$ cat src/rtl/instruction_fetch_unit_if.sv
// Control/memory-facing bundle of the instruction fetch unit.
// The fetch unit takes the slave view; the control unit / memory model takes the master view.
interface instruction_fetch_unit_if;
    logic        fetch_req;
    logic        pc_load;
    logic [1:0]  pc_src;
    logic        push;
    logic [15:0] target;
    logic [15:0] imem_addr;
    logic [15:0] imem_data;
    logic [15:0] ir;
    logic [15:0] pc;
    logic        ir_valid;
    logic        busy;
    logic [2:0]  fault;

    modport master (
        output fetch_req, pc_load, pc_src, push, target, imem_data,
        input  imem_addr, ir, pc, ir_valid, busy, fault
    );

    modport slave (
        input  fetch_req, pc_load, pc_src, push, target, imem_data,
        output imem_addr, ir, pc, ir_valid, busy, fault
    );
endinterface

$ cat src/rtl/instruction_fetch_unit.sv
// Instruction fetch unit: IDLE/FETCH/HOLD sequencer, PC update logic and a
// small return-address stack with sticky fault reporting.
module instruction_fetch_unit #(
    parameter logic [15:0] RESET_PC   = 16'h0000,
    parameter int          RAS_DEPTH  = 4,
    parameter int          IMEM_BYTES = 64
) (
    input  logic                     clk,
    input  logic                     rst_n,
    instruction_fetch_unit_if.slave  bus
);
    localparam int              SPW       = $clog2(RAS_DEPTH + 1);
    localparam int              AW        = $clog2(RAS_DEPTH);
    localparam logic [SPW-1:0]  FULL      = SPW'(RAS_DEPTH);
    localparam logic [15:0]     LAST_ADDR = 16'(IMEM_BYTES - 2);

    typedef enum logic [1:0] {IDLE, FETCH, HOLD} state_t;

    state_t          state_q, state_d;
    logic [15:0]     pc_q, ir_q;
    logic            ir_valid_q;
    logic [2:0]      fault_q;
    logic [SPW-1:0]  sp_q;
    // Storage rounded up to a power of two so the AW-bit index is always in range.
    logic [15:0]     ras [0:(1<<AW)-1];

    logic            fetch_done, do_load;
    logic            is_jump, do_push, push_ok, do_pop, pop_ok, out_of_range;
    logic [15:0]     pc_inc, tgt, pc_next;

    always_ff @(posedge clk or negedge rst_n) begin
        if (!rst_n) state_q <= IDLE;
        else        state_q <= state_d;
    end

    always_comb begin
        state_d    = state_q;
        fetch_done = 1'b0;
        do_load    = 1'b0;
        case (state_q)
            IDLE:  if (bus.fetch_req) state_d = FETCH;
            FETCH: begin
                fetch_done = 1'b1;
                state_d    = HOLD;
            end
            HOLD:  if (bus.pc_load) begin
                do_load = 1'b1;
                state_d = IDLE;
            end
            default: state_d = IDLE;
        endcase
    end

    always_comb begin
        pc_inc       = pc_q + 16'd2;
        tgt          = {bus.target[15:1], 1'b0};
        out_of_range = pc_q > LAST_ADDR;
        is_jump      = do_load && (bus.pc_src == 2'b01 || bus.pc_src == 2'b10);
        do_push      = do_load && bus.pc_src == 2'b10 && bus.push;
        push_ok      = do_push && sp_q != FULL;
        do_pop       = do_load && bus.pc_src == 2'b11;
        pop_ok       = do_pop && sp_q != '0;
        pc_next      = pc_inc;
        case (bus.pc_src)
            2'b01, 2'b10: pc_next = tgt;
            2'b11:        pc_next = pop_ok ? ras[AW'(sp_q - SPW'(1))] : pc_inc;
            default:      pc_next = pc_inc;
        endcase
    end

    always_ff @(posedge clk or negedge rst_n) begin
        if (!rst_n) begin
            pc_q       <= RESET_PC;
            ir_q       <= '0;
            ir_valid_q <= 1'b0;
            fault_q    <= '0;
            sp_q       <= '0;
        end else begin
            ir_valid_q <= fetch_done;
            if (fetch_done) begin
                // Addresses past the last full word read as zero and flag a fault.
                ir_q <= out_of_range ? 16'h0000 : bus.imem_data;
                if (out_of_range) fault_q[2] <= 1'b1;
            end
            if (do_load)              pc_q       <= pc_next;
            if (is_jump && bus.target[0]) fault_q[0] <= 1'b1;
            if (do_push && !push_ok)  fault_q[1] <= 1'b1;
            if (do_pop && !pop_ok)    fault_q[2] <= 1'b1;
            if (push_ok)              sp_q <= sp_q + SPW'(1);
            else if (pop_ok)          sp_q <= sp_q - SPW'(1);
        end
    end

    always_ff @(posedge clk) begin
        if (push_ok) ras[AW'(sp_q)] <= pc_inc;
    end

    assign bus.imem_addr = pc_q;
    assign bus.pc        = pc_q;
    assign bus.ir        = ir_q;
    assign bus.ir_valid  = ir_valid_q;
    assign bus.busy      = state_q != IDLE;
    assign bus.fault     = fault_q;
endmodule

$ cat src/flat_wrapper.sv
// flat-port wrapper written by rule: the top's interface ports become plain ports
module instruction_fetch_unit_flat 
#(
    parameter logic [15:0] RESET_PC   = 16'h0000,
    parameter int          RAS_DEPTH  = 4,
    parameter int          IMEM_BYTES = 64
)
  (clk, rst_n, bus_fetch_req, bus_pc_load, bus_pc_src, bus_push, bus_target, bus_imem_data, bus_imem_addr, bus_ir, bus_pc, bus_ir_valid, bus_busy, bus_fault);
  instruction_fetch_unit_if bus_i ();
  input  logic clk;
  input  logic rst_n;
  input wire logic [$bits(bus_i.fetch_req)-1:0] bus_fetch_req;
  input wire logic [$bits(bus_i.pc_load)-1:0] bus_pc_load;
  input wire logic [$bits(bus_i.pc_src)-1:0] bus_pc_src;
  input wire logic [$bits(bus_i.push)-1:0] bus_push;
  input wire logic [$bits(bus_i.target)-1:0] bus_target;
  input wire logic [$bits(bus_i.imem_data)-1:0] bus_imem_data;
  output wire logic [$bits(bus_i.imem_addr)-1:0] bus_imem_addr;
  output wire logic [$bits(bus_i.ir)-1:0] bus_ir;
  output wire logic [$bits(bus_i.pc)-1:0] bus_pc;
  output wire logic [$bits(bus_i.ir_valid)-1:0] bus_ir_valid;
  output wire logic [$bits(bus_i.busy)-1:0] bus_busy;
  output wire logic [$bits(bus_i.fault)-1:0] bus_fault;
  assign bus_i.fetch_req = bus_fetch_req;
  assign bus_i.pc_load = bus_pc_load;
  assign bus_i.pc_src = bus_pc_src;
  assign bus_i.push = bus_push;
  assign bus_i.target = bus_target;
  assign bus_i.imem_data = bus_imem_data;
  assign bus_imem_addr = bus_i.imem_addr;
  assign bus_ir = bus_i.ir;
  assign bus_pc = bus_i.pc;
  assign bus_ir_valid = bus_i.ir_valid;
  assign bus_busy = bus_i.busy;
  assign bus_fault = bus_i.fault;
  instruction_fetch_unit #(.RESET_PC(RESET_PC), .RAS_DEPTH(RAS_DEPTH), .IMEM_BYTES(IMEM_BYTES)) u_core (.clk(clk), .rst_n(rst_n), .bus(bus_i));
endmodule
$ cat config.mk
export PLATFORM = sky130hd
export DESIGN_NAME = instruction_fetch_unit_flat
export DESIGN_NICKNAME = d
export VERILOG_FILES = /design/src/rtl/instruction_fetch_unit_if.sv /design/src/rtl/instruction_fetch_unit.sv /design/src/flat_wrapper.sv
export SDC_FILE = /design/constraint.sdc
export NUM_CORES = 1
export LEC_CHECK = 0
export BUFFER_PORTS_ARGS = -buffer_cell sky130_fd_sc_hd__buf_2
export CORE_ASPECT_RATIO = 1.25
export CORE_MARGIN = 2
export CORE_UTILIZATION = 35
export DETAILED_ROUTE_END_ITERATION = 10
export SYNTH_ARGS = -nofsm -noshare
export SYNTH_HDL_FRONTEND = slang
export SYNTH_SLANG_ARGS = --single-unit
$ cat constraint.sdc
create_clock -name clk -period 2.85 [get_ports clk]
set_input_delay 0.4275 -clock clk [delete_from_list [all_inputs] [get_ports clk]]
set_output_delay 0.4275 -clock clk [all_outputs]
set_load 0.05 [all_outputs]
==> impl_metrics.yaml <==
logic_synthesis:
  syn_inst: 405
  async_flop_share_pct: 39.0
  ys_ff_latch: 105
  synth-main-ff-cell: "edfxtp_1"
  syn_nets: 453
  ys_warn_count: 0
  ys_types: 52
  synth_area_um2: 5030
  ys_seq_area_share_pct: 58.7
  synth_top_area_share_pct: 38.2
  synth_area_leaders: "edfxtp_1 38%, dfrtp_1 20%, mux4_2 7.2%"
  synth-edff-count: 64
  yosysTopAreaCell: "edfxtp_1"
  avgSynthCellArea_um2: 12.4
global_route:
  grt_max_degree: 42
  antenna_found_initial: 0
  grt_usage_pct: 16.0
  grt_pass1_vias: 3448
  grt_overflow: 0
  grt_pass1_wl_um: 18800
routing:
  drc: 0
  wl_per_cell_um: 18.0
  drt-initial-drc-count: 245
  ant_nets: 0
  wl_um: 11800
  via_count: 3382
  first_pass_iters: 5
  routed_via_density: 5.15
setup_path:
  endpoint_kind: "flip-flop"
  r2r-end: "u_core.bus.imem_addr[11]"
  reg2regPathDepth: 6
  cp-start-kind: "flip-flop"
  path_max_fanout: 7
  r2r-start: "u_core.bus.imem_addr[1]"
  rrSetupSlack_ns: 0.67
  crit_type: "reg2reg"
  arrival_ns: 2.42
  critPathRequiredTime_ns: 3.10
place:
  dp_slack_ns: 0.689
  hpwlAfterDp_um: 8160
  placement.io_buffers: 91
  gp_congestion: 0.771
  placed_cell_area_um2: 5520
layout:
  syn_to_final_growth_pct: 15.7
  final_cell_area_um2: 5820
  n_antenna_cell: 0
  drive_gt1_share_pct: 31.7
  fin_util_pct: 41.7
  mostFrequentLayoutCells: "91 x buf_2, 64 x edfxtp_1, 57 x nand2_1"
  final_common_cell: "buf_2"
  fin_nets: 525
sta:
  tightest_slew_ns: 1.12
  final-hold-violation-count: 0
  max_freq_mhz: 459
  min_period_over_period_pct: 76.5
  skew_ns: 0.00632
  rsz0062_at_grt: "no"
  min_period_ns: 2.18
  tns_ns: 0
  setup_ws_ns: 0.671
  setup_viol: 0
  slew_headroom_pct: 25.3
  maxSlewViolCount: 0
floorplanning:
  dieArea_um2: 15300
  initial_core_util_pct: 36.1
  die_x_um: 111
  core_um2: 13900
  io_pins: 92
  core.rowCount: 48
  die_h_um: 138
run_status:
  status: "finished, final reports clean"
cts:
  clock_sinks: 105
  clock_latency_ns: 0.35
  cts_resized: 0
  cts_setup_buffers: 0
  cts_buffers: 9
  h-tree-depth: 3
  cts_tree: "yes"
  cts-root-buf: "clkbuf_16"
  postCtsHoldBufs: 0
  clk_pin_slew_ns: 0.07
  clockBufferDepth: 2
run:
  maxCapViolCount: 0
worst_hold_path:
  min_path_type: "in2async"
pwr:
  p_leak_nw: 2.33
  ir_drop_mv: 0.429
  p_per_area_nw_per_um2: 1050
-- cell families after synthesis --
logic type      after synthesis  synth area share, %
simple gates                117                 11.8
mux                          17                 7.39
buf+inv                      52                 6.37
compound gates               90                 10.9
xor+xnor                     15                 2.61
fa+ha+maj                     9                 2.24
flops                       105                 58.7
-- cell usage after synthesis (4+ instances only) --
| cell type | count |
|---|---|
| buf_2 | 7 |
| ha_1 | 9 |
| o21ai_1 | 9 |
| and3_1 | 5 |
| mux4_2 | 16 |
| inv_1 | 9 |
| dfrtp_1 | 41 |
| and2_1 | 4 |
| a31oi_1 | 7 |
| nor2_1 | 14 |
| nand3_1 | 9 |
| nand2_1 | 57 |
| buf_4 | 18 |
| clkbuf_1 | 10 |
| o21ai_0 | 30 |
| a21oi_1 | 23 |
| or3_1 | 4 |
| buf_6 | 5 |
| xor2_1 | 6 |
| o21a_1 | 4 |
| o31a_1 | 4 |
| xnor2_1 | 9 |
| edfxtp_1 | 64 |
-- worst max-delay path: stages, from the launching register on --
cell and delay [ns]:
dfrtp_1 0.48, ha_1 0.26, and3_1 0.39, nand3_4 0.19
nor2_1 0.24, mux2_2 0.36, o21a_1 0.16
-- where the power goes --
part	switching, mW	total (mW)	leakage [nW]	internal [mW]
sequential	0.308	2.25	1.10	1.94
combinational	1.80	2.63	1.08	0.829
clock	0.555	1.24	0.150	0.681
-- layout make-up --
| class | instances | area [um2] |
|---|---|---|
| clock buffer | 9 | 225 |
| sequential | 105 | 2950 |
| multi-input combinational | 248 | 1770 |
| fill | 1324 | 8120 |
| tap | 175 | 219 |
| clock inverter | 7 | 67.6 |
| inverter | 9 | 33.8 |
| timing repair buffer | 104 | 553 |
-- sequential cells by signal, indices dropped and copies added (netlist names) --
signal	flops
u_core.bus.fault	3
u_core.bus.imem_addr	16
u_core.bus.ir	16
u_core.bus.ir_valid	1
u_core.ras	64
u_core.sp_q	3
u_core.state_q	2
-- routing by layer --
layer	part of all wire (%)	track usage [%]	vias to the layer above
met5	0	0	-
met4	2.5	7.27	0
met3	5.5	2.40	19
met2	49	26.9	120
met1	43	20.6	1641
li1	-	-	1602
-- how the worst max path moves through the flow --
stage                                        from                        to  slack, ns  cells past startpoint
final                     u_core.bus.imem_addr[1]  u_core.bus.imem_addr[11]       0.67                      6
after global routing      u_core.bus.imem_addr[1]  u_core.bus.imem_addr[11]       0.49                      6
after global placement    u_core.bus.imem_addr[1]  u_core.bus.imem_addr[11]       0.62                      6
after floorplan                    u_core.sp_q[0]          u_core.ras[0][0]       0.22                      6
after detailed placement  u_core.bus.imem_addr[1]  u_core.bus.imem_addr[11]       0.69                      6
after CTS                 u_core.bus.imem_addr[1]  u_core.bus.imem_addr[11]       0.66                      6
-- through the flow --
stage	power (mW)	hold slack [ns]	cells
3_3_place_gp	4.90	0.459	641
2_1_floorplan	4.41	0.132	405
4_1_cts	6.16	0.289	657
3_5_place_dp	4.93	0.472	641
5_1_grt	6.44	0.310	657
6_report	6.11	0.232	657
No activity file was read; power rests on OpenSTA's default activity.
